**config.mk**
```make
export PLATFORM = sky130hd
export DESIGN_NAME = fireboy_sprite_animator
export DESIGN_NICKNAME = d
export VERILOG_FILES = /design/src/rtl/sprite_pkg.sv /design/src/rtl/anim_sequencer.sv /design/src/rtl/fireboy_sprite_animator.sv
export SDC_FILE = /design/constraint.sdc
export NUM_CORES = 1
export LEC_CHECK = 0
export ABC_CLOCK_PERIOD_IN_PS = 4400
export BUFFER_PORTS_ARGS = -buffer_cell sky130_fd_sc_hd__buf_4
export CORE_ASPECT_RATIO = 0.7
export CORE_MARGIN = 4
export CORE_UTILIZATION = 50
export DETAILED_ROUTE_END_ITERATION = 6
export MAX_ROUTING_LAYER = met4
export PLACE_DENSITY = 0.82
export SLEW_MARGIN = 10
export SYNTH_ARGS = -nofsm -noshare
export SYNTH_HDL_FRONTEND = slang
export SYNTH_SLANG_ARGS = --single-unit
```
**constraint.sdc**
```tcl
create_clock -name Clk -period 4.4 [get_ports Clk]
set_clock_uncertainty 0.15 [all_clocks]
set_input_delay 0.44 -clock Clk [delete_from_list [all_inputs] [get_ports Clk]]
set_output_delay 0.44 -clock Clk [all_outputs]
set_load 0.01 [all_outputs]
```
**src/rtl/sprite_pkg.sv**
```systemverilog
// Shared definitions for the Fireboy sprite animator.
//   pose_t      : animation pose selected from the motion direction code
//   FRAME_WORDS : words per 60x60 frame in the sprite-sheet ROM
//   POSE_LEN    : number of frames in each pose's animation loop
//   POSE_FIRST  : sheet frame index of each pose's first frame
//   FRAME_BASE  : ROM base address of each of the 12 sheet frames
//   decode_pose : direction code (0..15) to pose
package sprite_pkg;

    typedef enum logic [2:0] {
        IDLE  = 3'd0,
        RUN_R = 3'd1,
        RUN_L = 3'd2,
        JUMP  = 3'd3,
        FALL  = 3'd4
    } pose_t;

    localparam int unsigned FRAME_WORDS = 3600;
    localparam int unsigned NUM_FRAMES  = 12;
    localparam int unsigned NUM_POSES   = 5;

    // Indexed by pose_t encoding.
    localparam logic [3:0] POSE_LEN [NUM_POSES] = '{4'd2, 4'd4, 4'd4, 4'd1, 4'd1};
    localparam logic [3:0] POSE_FIRST [NUM_POSES] = '{4'd0, 4'd2, 4'd6, 4'd10, 4'd11};

    localparam logic [15:0] FRAME_BASE [NUM_FRAMES] = '{
        16'd0,     16'd3600,  16'd7200,  16'd10800,
        16'd14400, 16'd18000, 16'd21600, 16'd25200,
        16'd28800, 16'd32400, 16'd36000, 16'd39600
    };

    // Codes 9..15 are not produced by the motion block; treat them as standing still.
    function automatic pose_t decode_pose(input logic [3:0] dir);
        pose_t p;
        case (dir)
            4'd0, 4'd1, 4'd2: p = JUMP;
            4'd3:             p = RUN_L;
            4'd5:             p = RUN_R;
            4'd6, 4'd7, 4'd8: p = FALL;
            default:          p = IDLE;
        endcase
        return p;
    endfunction

endpackage

```
**src/rtl/anim_sequencer.sv**
```systemverilog
// Animation sequencer: detects frame_clk rising edges, tracks the current pose and
// steps through that pose's frames every ANIM_DIV frame edges.
// Ports:
//   Clk, Reset  : system clock, synchronous active-high reset
//   frame_clk   : vertical-sync rate clock, sampled as data and edge-detected
//   direction   : 4-bit motion code from the motion block
//   pose        : current pose register
//   frame_idx   : sprite-sheet frame index (0..11) for the current pose/sub-frame
module anim_sequencer
    import sprite_pkg::*;
#(
    parameter int unsigned ANIM_DIV = 6
) (
    input  logic        Clk,
    input  logic        Reset,
    input  logic        frame_clk,
    input  logic [3:0]  direction,
    output pose_t       pose,
    output logic [3:0]  frame_idx
);

    localparam int unsigned TICK_W = (ANIM_DIV > 1) ? $clog2(ANIM_DIV) : 1;

    logic              fc_curr_q, fc_prev_q;
    logic              frame_edge;
    pose_t             dec_pose;
    pose_t             cur_pose_q, cur_pose_d;
    logic [3:0]        sub_frame_q, sub_frame_d;
    logic [TICK_W-1:0] tick_cnt_q, tick_cnt_d;

    assign frame_edge = fc_curr_q & ~fc_prev_q;

    always_comb begin
        dec_pose    = decode_pose(direction);
        cur_pose_d  = cur_pose_q;
        sub_frame_d = sub_frame_q;
        tick_cnt_d  = tick_cnt_q;
        if (dec_pose != cur_pose_q) begin
            // Pose change restarts the loop; a coincident frame edge is dropped.
            cur_pose_d  = dec_pose;
            sub_frame_d = 4'd0;
            tick_cnt_d  = '0;
        end else if (frame_edge) begin
            if (tick_cnt_q == TICK_W'(ANIM_DIV - 1)) begin
                tick_cnt_d = '0;
                if (sub_frame_q == POSE_LEN[cur_pose_q] - 4'd1) begin
                    sub_frame_d = 4'd0;
                end else begin
                    sub_frame_d = sub_frame_q + 4'd1;
                end
            end else begin
                tick_cnt_d = tick_cnt_q + TICK_W'(1);
            end
        end
    end

    always_ff @(posedge Clk) begin
        if (Reset) begin
            fc_curr_q   <= 1'b0;
            fc_prev_q   <= 1'b0;
            cur_pose_q  <= IDLE;
            sub_frame_q <= 4'd0;
            tick_cnt_q  <= '0;
        end else begin
            fc_curr_q   <= frame_clk;
            fc_prev_q   <= fc_curr_q;
            cur_pose_q  <= cur_pose_d;
            sub_frame_q <= sub_frame_d;
            tick_cnt_q  <= tick_cnt_d;
        end
    end

    assign pose      = cur_pose_q;
    assign frame_idx = POSE_FIRST[cur_pose_q] + sub_frame_q;

endmodule

```
**src/rtl/fireboy_sprite_animator.sv**
```systemverilog
// Fireboy sprite animator: turns the motion block's hit flag, sprite-local address and
// direction into a sprite-sheet ROM address and a masked palette index, with DrawX/DrawY
// delayed to line up with the ROM read. Fixed 3-cycle latency, no stalls.
// Ports:
//   Clk, Reset           : system clock, synchronous active-high reset
//   frame_clk            : frame-rate clock, drives animation timing
//   is_Fireboy           : current pixel lies inside the Fireboy box
//   Fireboy_address      : sprite-local pixel address (0..3599)
//   Fireboy_direction    : motion code 0..8
//   DrawX, DrawY         : current pixel coordinates
//   rom_addr / rom_data  : external synchronous sprite-sheet ROM (1-cycle read)
//   sprite_on            : opaque Fireboy pixel at DrawX_out/DrawY_out
//   sprite_index         : palette index, 0 when sprite_on is low
//   DrawX_out, DrawY_out : coordinates delayed 3 cycles
//   pose                 : current pose (debug)
module fireboy_sprite_animator
    import sprite_pkg::*;
#(
    parameter int unsigned ANIM_DIV    = 6,
    parameter int unsigned PIX_W       = 4,
    parameter int unsigned TRANSPARENT = 0
) (
    input  logic             Clk,
    input  logic             Reset,
    input  logic             frame_clk,
    input  logic             is_Fireboy,
    input  logic [11:0]      Fireboy_address,
    input  logic [3:0]       Fireboy_direction,
    input  logic [9:0]       DrawX,
    input  logic [9:0]       DrawY,
    output logic [15:0]      rom_addr,
    input  logic [PIX_W-1:0] rom_data,
    output logic             sprite_on,
    output logic [PIX_W-1:0] sprite_index,
    output logic [9:0]       DrawX_out,
    output logic [9:0]       DrawY_out,
    output logic [2:0]       pose
);

    pose_t      seq_pose;
    logic [3:0] frame_idx;

    anim_sequencer #(
        .ANIM_DIV (ANIM_DIV)
    ) u_seq (
        .Clk       (Clk),
        .Reset     (Reset),
        .frame_clk (frame_clk),
        .direction (Fireboy_direction),
        .pose      (seq_pose),
        .frame_idx (frame_idx)
    );

    assign pose = seq_pose;

    // Stage 1 travels alongside rom_addr, stage 2 alongside rom_data.
    logic       v1_q, v2_q;
    logic [9:0] x1_q, y1_q, x2_q, y2_q;
    logic       sprite_on_next;

    always_comb begin
        sprite_on_next = v2_q & (rom_data != PIX_W'(TRANSPARENT));
    end

    always_ff @(posedge Clk) begin
        if (Reset) begin
            v1_q         <= 1'b0;
            x1_q         <= 10'd0;
            y1_q         <= 10'd0;
            rom_addr     <= 16'd0;
            v2_q         <= 1'b0;
            x2_q         <= 10'd0;
            y2_q         <= 10'd0;
            sprite_on    <= 1'b0;
            sprite_index <= '0;
            DrawX_out    <= 10'd0;
            DrawY_out    <= 10'd0;
        end else begin
            v1_q         <= is_Fireboy;
            x1_q         <= DrawX;
            y1_q         <= DrawY;
            // Computed every cycle so the ROM read is never gated by is_Fireboy.
            rom_addr     <= FRAME_BASE[frame_idx] + {4'b0000, Fireboy_address};
            v2_q         <= v1_q;
            x2_q         <= x1_q;
            y2_q         <= y1_q;
            sprite_on    <= sprite_on_next;
            sprite_index <= sprite_on_next ? rom_data : '0;
            DrawX_out    <= x2_q;
            DrawY_out    <= y2_q;
        end
    end

endmodule

```
==> results of run 1 <==
## area by class of cell
class,instances,area [um^2],area share [%]
Sequential cell,95,1900,42.6
Multi-Input combinational cell,219,1540,34.5
Timing Repair Buffer,87,653,14.6
Clock buffer,9,124,2.77
Tap cell,94,118,2.63
Clock inverter,6,92.6,2.07
Inverter,10,37.5,0.841
## cell families (layout without fill, tap and decap cells)
| family | after synthesis | in the layout |
|---|---|---|
| DFF | 95 | 95 |
| buffers and inverters | 20 | 112 |
| AOI/OAI and AO/OA | 41 | 41 |
| adders and majority gates | 22 | 22 |
| muxes | 2 | 2 |
| xor gates and xnor gates | 14 | 14 |
| and+or+nand+nor | 140 | 140 |
## state kept, by name, summed over array words and instances, names as in the netlist, 10 cells and up
| signal | cells |
|---|---|
| rom_addr | 16 |
| DrawX_out | 10 |
| DrawY_out | 10 |
| x1_q | 10 |
| x2_q | 10 |
| y1_q | 10 |
| y2_q | 10 |
## worst max path at each step
stage                              endpoint  slack [ns]
floorplan           rom_addr[14]$_SDFF_PP0_        1.07
global placement    rom_addr[14]$_SDFF_PP0_        0.93
detailed placement  rom_addr[14]$_SDFF_PP0_        0.71
CTS                 rom_addr[14]$_SDFF_PP0_        0.70
global route        rom_addr[13]$_SDFF_PP0_        0.39
finish              rom_addr[14]$_SDFF_PP0_        0.69
## layout by cell type (no fill, tap or decap), types with 2 or more instances in the layout
cell	instances
inv_1	10
and2b_1	2
and2_2	2
ha_1	20
xnor2_1	8
a31oi_1	3
clkinvlp_4	2
inv_6	2
fa_1	2
bufinv_16	2
nor2_1	18
nand2b_1	3
nor4_1	2
nand3_1	4
clkbuf_8	9
or3_1	2
nand2_1	14
buf_4	87
a21oi_1	17
nor3_1	8
and2_1	4
dfxtp_1	95
xnor2_4	2
o211ai_1	3
o21ai_0	6
nor2b_1	74
xor2_1	4
a21o_1	5
## critical path, cell delays in order (launching register included)
cell      delay, ns
dfxtp_1        0.47
inv_1          0.09
ha_1           0.22
nand2b_1       0.14
ha_1           0.25
a21o_1         0.21
a21oi_4        0.21
xnor2_4        0.19
nor2_1         0.12
ha_1           0.35
a21o_1         0.17
a21o_1         0.19
a31oi_1        0.27
a21oi_1        0.19
a311oi_1       0.26
nor3_1         0.08
## layer usage
layer	vias to the layer above	global-route usage (%)	routed length (um)	share of wire (%)
met5	-	-	0	0
met4	0	4.92	50	0.80
met2	74	23.8	2850	45
met1	1065	20.8	2940	47
li1	1258	-	-	-
met3	4	5.26	434	6.9
## power by group through the flow
stage | Clock, mW | Sequential (mW) | Combinational [mW]
finish | 0.609 | 0.909 | 0.206
global route | 0.665 | 0.914 | 0.229
CTS | 0.630 | 0.910 | 0.207
detailed placement | 0 | 0.930 | 0.206
global placement | 0 | 0.929 | 0.200
floorplan | 0 | 0.939 | 0.110
## metrics by stage
step | total power, mW | instance area, um^2
global route | 1.81 | 4470
finish | 1.72 | 4470
CTS | 1.75 | 4470
detailed placement | 1.14 | 4250
global placement | 1.13 | 4250
floorplan | 1.05 | 3520
==> results.py, run 1 <==
metrics = {
    "status": {
        "status": "finished, final reports clean",
    },
    "power_and_ir_drop": {
        "power_frac_clock_pct": 35.3,
        "cellLeakagePower_nw": 2.01,
        "p_sw_mw": 0.399,
        "p_int_mw": 1.33,
        "powerDensity_nw_per_um2": 386,
        "swShare_pct": 23.1,
        "ir_drop_v": 0.000197,
        "seqPwrFrac_pct": 52.7,
        "power_frac_comb_pct": 11.9,
    },
    "placement": {
        "dp_slack_ns": 0.709,
        "port_buffers": 87,
        "dp_hpwl_um": 4610,
        "place_inst": 505,
        "gp_routability_congestion": 0.920,
    },
    "logic_synthesis": {
        "synth_top_family_by_area": "simple AND/OR/NAND/NOR gates",
        "synth_edf_count": 0,
        "ys_ff_latch": 95,
        "synth_ff_type": "dfxtp_1",
        "synth_nets": 400,
        "yosys-top-cells-count": "dfxtp_1, nor2b_1, ha_1",
        "synth_top_area_share_pct": 54.1,
        "synth_most_common_cell": "dfxtp_1",
        "synth_compound_area_share_pct": 7.44,
        "seq_area_frac_synth_pct": 54.1,
        "synthArstFlopShare_pct": 0,
        "synthMuxAreaShare_pct": 0.712,
        "synth_adder_area_share_pct": 8.26,
        "synthCells": 334,
        "yosysTopAreaCell": "dfxtp_1",
        "synth_cell_types": 40,
        "synth_xor_area_share_pct": 4.56,
        "synth_area_leaders": "dfxtp_1, nor2b_1, ha_1",
        "syn-cell-area_um2": 3520,
        "syn_avg_cell_area_um2": 10.5,
        "yosys_warnings": 0,
        "synth-simple-area-share_pct": 22.8,
    },
    "worst_setup_path": {
        "r2r-start": "u_seq.pose[1]$_SDFFE_PP0P_",
        "worstPathArrival_ns": 3.76,
        "cp_max_fo": 8,
        "rrSetupSlack_ns": 0.69,
        "timing.rr.end": "rom_addr[14]$_SDFF_PP0_",
        "crit_path_end_kind": "register",
        "cp-start-kind": "register",
        "critPathLaunch": "u_seq.pose[1]$_SDFFE_PP0P_",
        "required_ns": 4.45,
        "crit_type": "reg -> reg",
        "reg2reg_depth": 15,
    },
    "detailed_routing": {
        "routed_wirelength_um": 6280,
        "num_vias": 2401,
        "vias_per_cell": 4.62,
        "ant_nets": 0,
        "drt_iter0_drc": 106,
        "firstDrtPassIters": 4,
        "wl_per_cell_um": 12.1,
        "drc_errors": 0,
    },
    "global_route": {
        "grtUsageTotal_pct": 16.0,
        "grt_antenna_before_repair": 0,
        "overflow": 0,
        "grt_pass1_vias": 2205,
        "grt_max_degree": 86,
        "grt_pass1_wl_um": 10400,
    },
    "timing": {
        "setup_viol": 0,
        "tightest_slew_ns": 0.803,
        "rsz0062_at_grt": "no",
        "fmax_mhz": 270,
        "fin_crit_sh_pct": 84.3,
        "hold_viol": 0,
        "finalSetupTns_ns": 0,
        "holdWs_ns": 0.149,
        "maxSlewHeadroom_pct": 46.5,
        "post-route-min-period_ns": 3.71,
        "worst_slack_ns": 0.690,
        "slew_violations": 0,
    },
    "floorplan": {
        "die-area_um2": 8460,
        "rows": 25,
        "die_w_um": 108,
        "die_height_um": 78.2,
        "core_area_um2": 6790,
        "io-pin-count": 88,
        "initial_core_util_pct": 51.8,
    },
    "hold_path": {
        "worstHoldPathCells": 2,
        "hp-class": "in -> reg",
        "hold_start": "DrawY[7]",
        "hold_path_end": "y1_q[7]$_SDFF_PP0_",
    },
    "cts": {
        "cts_buffer_depth": 2,
        "cts_buffers": 9,
        "cts_root_buf": "clkbuf_8",
        "insertion_delay_ns": 0.34,
        "h-tree-depth": 3,
        "cts_setup_buffers": 0,
        "hold_buffers": 0,
        "post_cts_resized": 0,
        "tritoncts": "done",
        "cts_sinks": 95,
        "clk_pin_slew_ns": 0.09,
    },
    "final_layout": {
        "fillers": 541,
        "drive_above_1_share_pct": 26.3,
        "finish.utilization_pct": 65.8,
        "layoutNonFillerInstCount": 520,
        "nNetsFinal": 488,
        "diodes": 0,
        "area_growth_pct": 27.0,
    },
    "flow_run": {
        "drv_cap": 0,
    },
}
No activity file was read; power rests on OpenSTA's default activity.
==> run 2: changes to the inputs <==
--- a/config.mk
+++ b/config.mk
@@ -5,14 +5,14 @@
 export SDC_FILE = /design/constraint.sdc
 export NUM_CORES = 1
 export LEC_CHECK = 0
-export ABC_CLOCK_PERIOD_IN_PS = 4400
+export ABC_CLOCK_PERIOD_IN_PS = 3300
 export BUFFER_PORTS_ARGS = -buffer_cell sky130_fd_sc_hd__buf_4
 export CORE_ASPECT_RATIO = 0.7
 export CORE_MARGIN = 4
-export CORE_UTILIZATION = 50
+export CORE_UTILIZATION = 47
 export DETAILED_ROUTE_END_ITERATION = 6
 export MAX_ROUTING_LAYER = met4
-export PLACE_DENSITY = 0.82
+export PLACE_DENSITY = 0.81
 export SLEW_MARGIN = 10
 export SYNTH_ARGS = -nofsm -noshare
 export SYNTH_HDL_FRONTEND = slang
==> constraint.sdc (replaced) <==
create_clock -name Clk -period 3.3 [get_ports Clk]
set_clock_uncertainty 0.15 [all_clocks]
set_input_delay 0.33 -clock Clk [delete_from_list [all_inputs] [get_ports Clk]]
set_output_delay 0.33 -clock Clk [all_outputs]
set_load 0.01 [all_outputs]
==> run 2 against run 1 <==
- global-route usage shrank 0.68 points
- register-to-register slack lost 0.54 ns
- final cell count grew 3.5%
- clock power grew 30%
- worst setup slack lost 0.54 ns
- combinational power grew 47%
- sequential share of layout area shrank 1.4 points
- total power grew 34%
- clock-buffer cell count is the same
- worst hold slack lost 0.12 ns
- wire length grew 6.6%
- non-clock buffer count grew 13
- critical endpoint unchanged
==> results.py, run 2 (synthesized netlist as in run 1, its figures left out) <==
metrics = {
    "worst_setup_path": {
        "crit_chain": "inv_1, ha_4, nand2b_4, ha_1, a21o_1, a21oi_4, xnor2_4, nor2_4, ha_1, a21o_1, a21o_1, a31oi_4, a21oi_2, a311oi_2, nor3_1",
        "reg2reg_depth": 15,
        "required_ns": 3.38,
        "crit_cells": 15,
        "worstPathArrival_ns": 3.23,
        "cpMaxStageDelayCell": "dfxtp_2",
        "cp-start-kind": "register",
        "path_delay_family": "compound AO/OA/AOI/OAI gates",
        "crit_type": "reg -> reg",
        "cp_common_cell": "a21o_1",
        "timing.rr.end": "rom_addr[14]$_SDFF_PP0_",
        "crit_path_end_kind": "register",
        "slowest_delay_ns": 0.33,
        "cp_max_fo": 3,
        "rrSetupSlack_ns": 0.15,
        "r2r-start": "u_seq.pose[1]$_SDFFE_PP0P_",
        "path_buf_inv": 1,
    },
    "status": {
        "status": "finished, final reports clean",
    },
    "floorplan": {
        "die-area_um2": 8950,
        "rows": 26,
        "io-pin-count": 88,
        "core_area_um2": 7290,
        "die_w_um": 111,
        "die_height_um": 80.4,
        "initial_core_util_pct": 48.2,
    },
    "final_layout": {
        "largest_reg_flops": 16,
        "design_area_um2": 4620,
        "layoutNonFillerInstCount": 538,
        "final_common_cell": "buf_4",
        "drive_above_1_share_pct": 30.9,
        "final_cell_mix": "buf_4, dfxtp_1, nor2b_1",
        "area_growth_pct": 31.5,
        "nNetsFinal": 501,
        "top_register": "rom_addr",
        "diodes": 0,
        "finish.utilization_pct": 63.4,
        "fillers": 591,
    },
    "power_and_ir_drop": {
        "ir_drop_v": 0.000251,
        "cellLeakagePower_nw": 2.09,
        "powerDensity_nw_per_um2": 498,
    },
    "placement": {
        "placed_area_um2": 4340,
        "gp_routability_congestion": 0.876,
        "place_inst": 519,
        "dp_slack_ns": -0.144,
        "dp_hpwl_um": 4860,
        "port_buffers": 87,
    },
    "flow_run": {
        "drv_cap": 0,
    },
    "timing": {
        "setup_viol": 0,
        "maxSlewHeadroom_pct": 65.3,
        "rsz0062_at_grt": "no",
        "fin_crit_sh_pct": 95.4,
        "fmax_mhz": 318,
        "hold_viol": 0,
        "worst_slack_ns": 0.152,
        "post-route-min-period_ns": 3.15,
        "tightest_slew_ns": 0.521,
        "slew_violations": 0,
    },
    "global_route": {
        "grt_antenna_before_repair": 0,
        "grt_max_degree": 54,
        "grt_pass1_vias": 2498,
        "grtUsageTotal_pct": 15.3,
        "grt_pass1_wl_um": 10800,
        "overflow": 0,
    },
    "cts": {
        "hold_buffers": 0,
        "cts_sinks": 95,
        "h-tree-depth": 3,
        "clk_pin_slew_ns": 0.10,
        "cts_buffer_depth": 2,
        "cts_buffers": 9,
        "tritoncts": "done",
        "insertion_delay_ns": 0.35,
        "cts_root_buf": "clkbuf_8",
    },
    "detailed_routing": {
        "firstDrtPassIters": 4,
        "routed_wirelength_um": 6700,
        "drc_errors": 0,
        "drt_iter0_drc": 41,
        "wl_per_cell_um": 12.4,
        "vias_per_cell": 4.63,
        "num_vias": 2491,
        "ant_nets": 0,
    },
    "hold_path": {
        "hold_path_end": "u_seq.pose[1]$_SDFFE_PP0P_",
        "hp-class": "in -> reg",
        "worstHoldPathCells": 2,
        "hold_start": "Fireboy_direction[2]",
    },
}
run 2: layout make-up:
type	count	area [um^2]	share of cell area (%)
flip-flops and latches	95	1900	41.2
multi-input cells	219	1600	34.5
repair buffers	100	754	16.3
clock buffers	9	124	2.68
well taps	98	123	2.65
clock inverters	7	86.3	1.87
inverters	10	37.5	0.812
run 2: what timing repair did:
item | in CTS | in global routing
gates cloned | 0 | 0
pin swaps | 2 | 4
buffers inserted | 0 | 3
resized for setup | 6 | 6
setup endpoints to repair | 3 | 6
run 2: through the flow:
step / hold slack [ns] / power (mW) / TNS, ns
detailed placement: 0.275 / 1.53 / -0.175
global route: 0.00771 / 2.41 / 0
finish: 0.0261 / 2.30 / 0
CTS: 0.00340 / 2.32 / 0
global placement: 0.266 / 1.52 / 0
floorplan: 0.249 / 1.40 / 0
run 2: report_power, final:
group          internal [mW]  switching (mW)  total, mW
sequential              1.20          0.0129       1.21
combinational          0.159           0.144      0.303
clock                  0.366           0.424      0.791
total                   1.72           0.581       2.30
run 2: worst max-delay path by stage:
stage / from / end
after floorplan: u_seq.pose[0]$_SDFFE_PP0P_ / rom_addr[14]$_SDFF_PP0_
after global placement: u_seq.pose[0]$_SDFFE_PP0P_ / rom_addr[14]$_SDFF_PP0_
after detailed placement: u_seq.pose[0]$_SDFFE_PP0P_ / rom_addr[14]$_SDFF_PP0_
after CTS: u_seq.pose[0]$_SDFFE_PP0P_ / rom_addr[14]$_SDFF_PP0_
after global routing: u_seq.pose[1]$_SDFFE_PP0P_ / rom_addr[14]$_SDFF_PP0_
final: u_seq.pose[1]$_SDFFE_PP0P_ / rom_addr[14]$_SDFF_PP0_
run 2: worst register-to-register path: stages (launching register included):
cell      delay, ns
dfxtp_2        0.33
inv_1          0.10
ha_4           0.16
nand2b_4       0.07
ha_1           0.28
a21o_1         0.21
a21oi_4        0.22
xnor2_4        0.16
nor2_4         0.07
ha_1           0.30
a21o_1         0.16
a21o_1         0.19
a31oi_4        0.22
a21oi_2        0.11
a311oi_2       0.23
nor3_1         0.08
run 2: per-layer routing:
layer	vias up	GRT usage (%)	share of wire, %
met3	17	4.59	4.9
met2	70	25.9	49
met1	1117	16.9	45
met5	-	-	0
li1	1287	-	-
met4	0	7.05	2.1
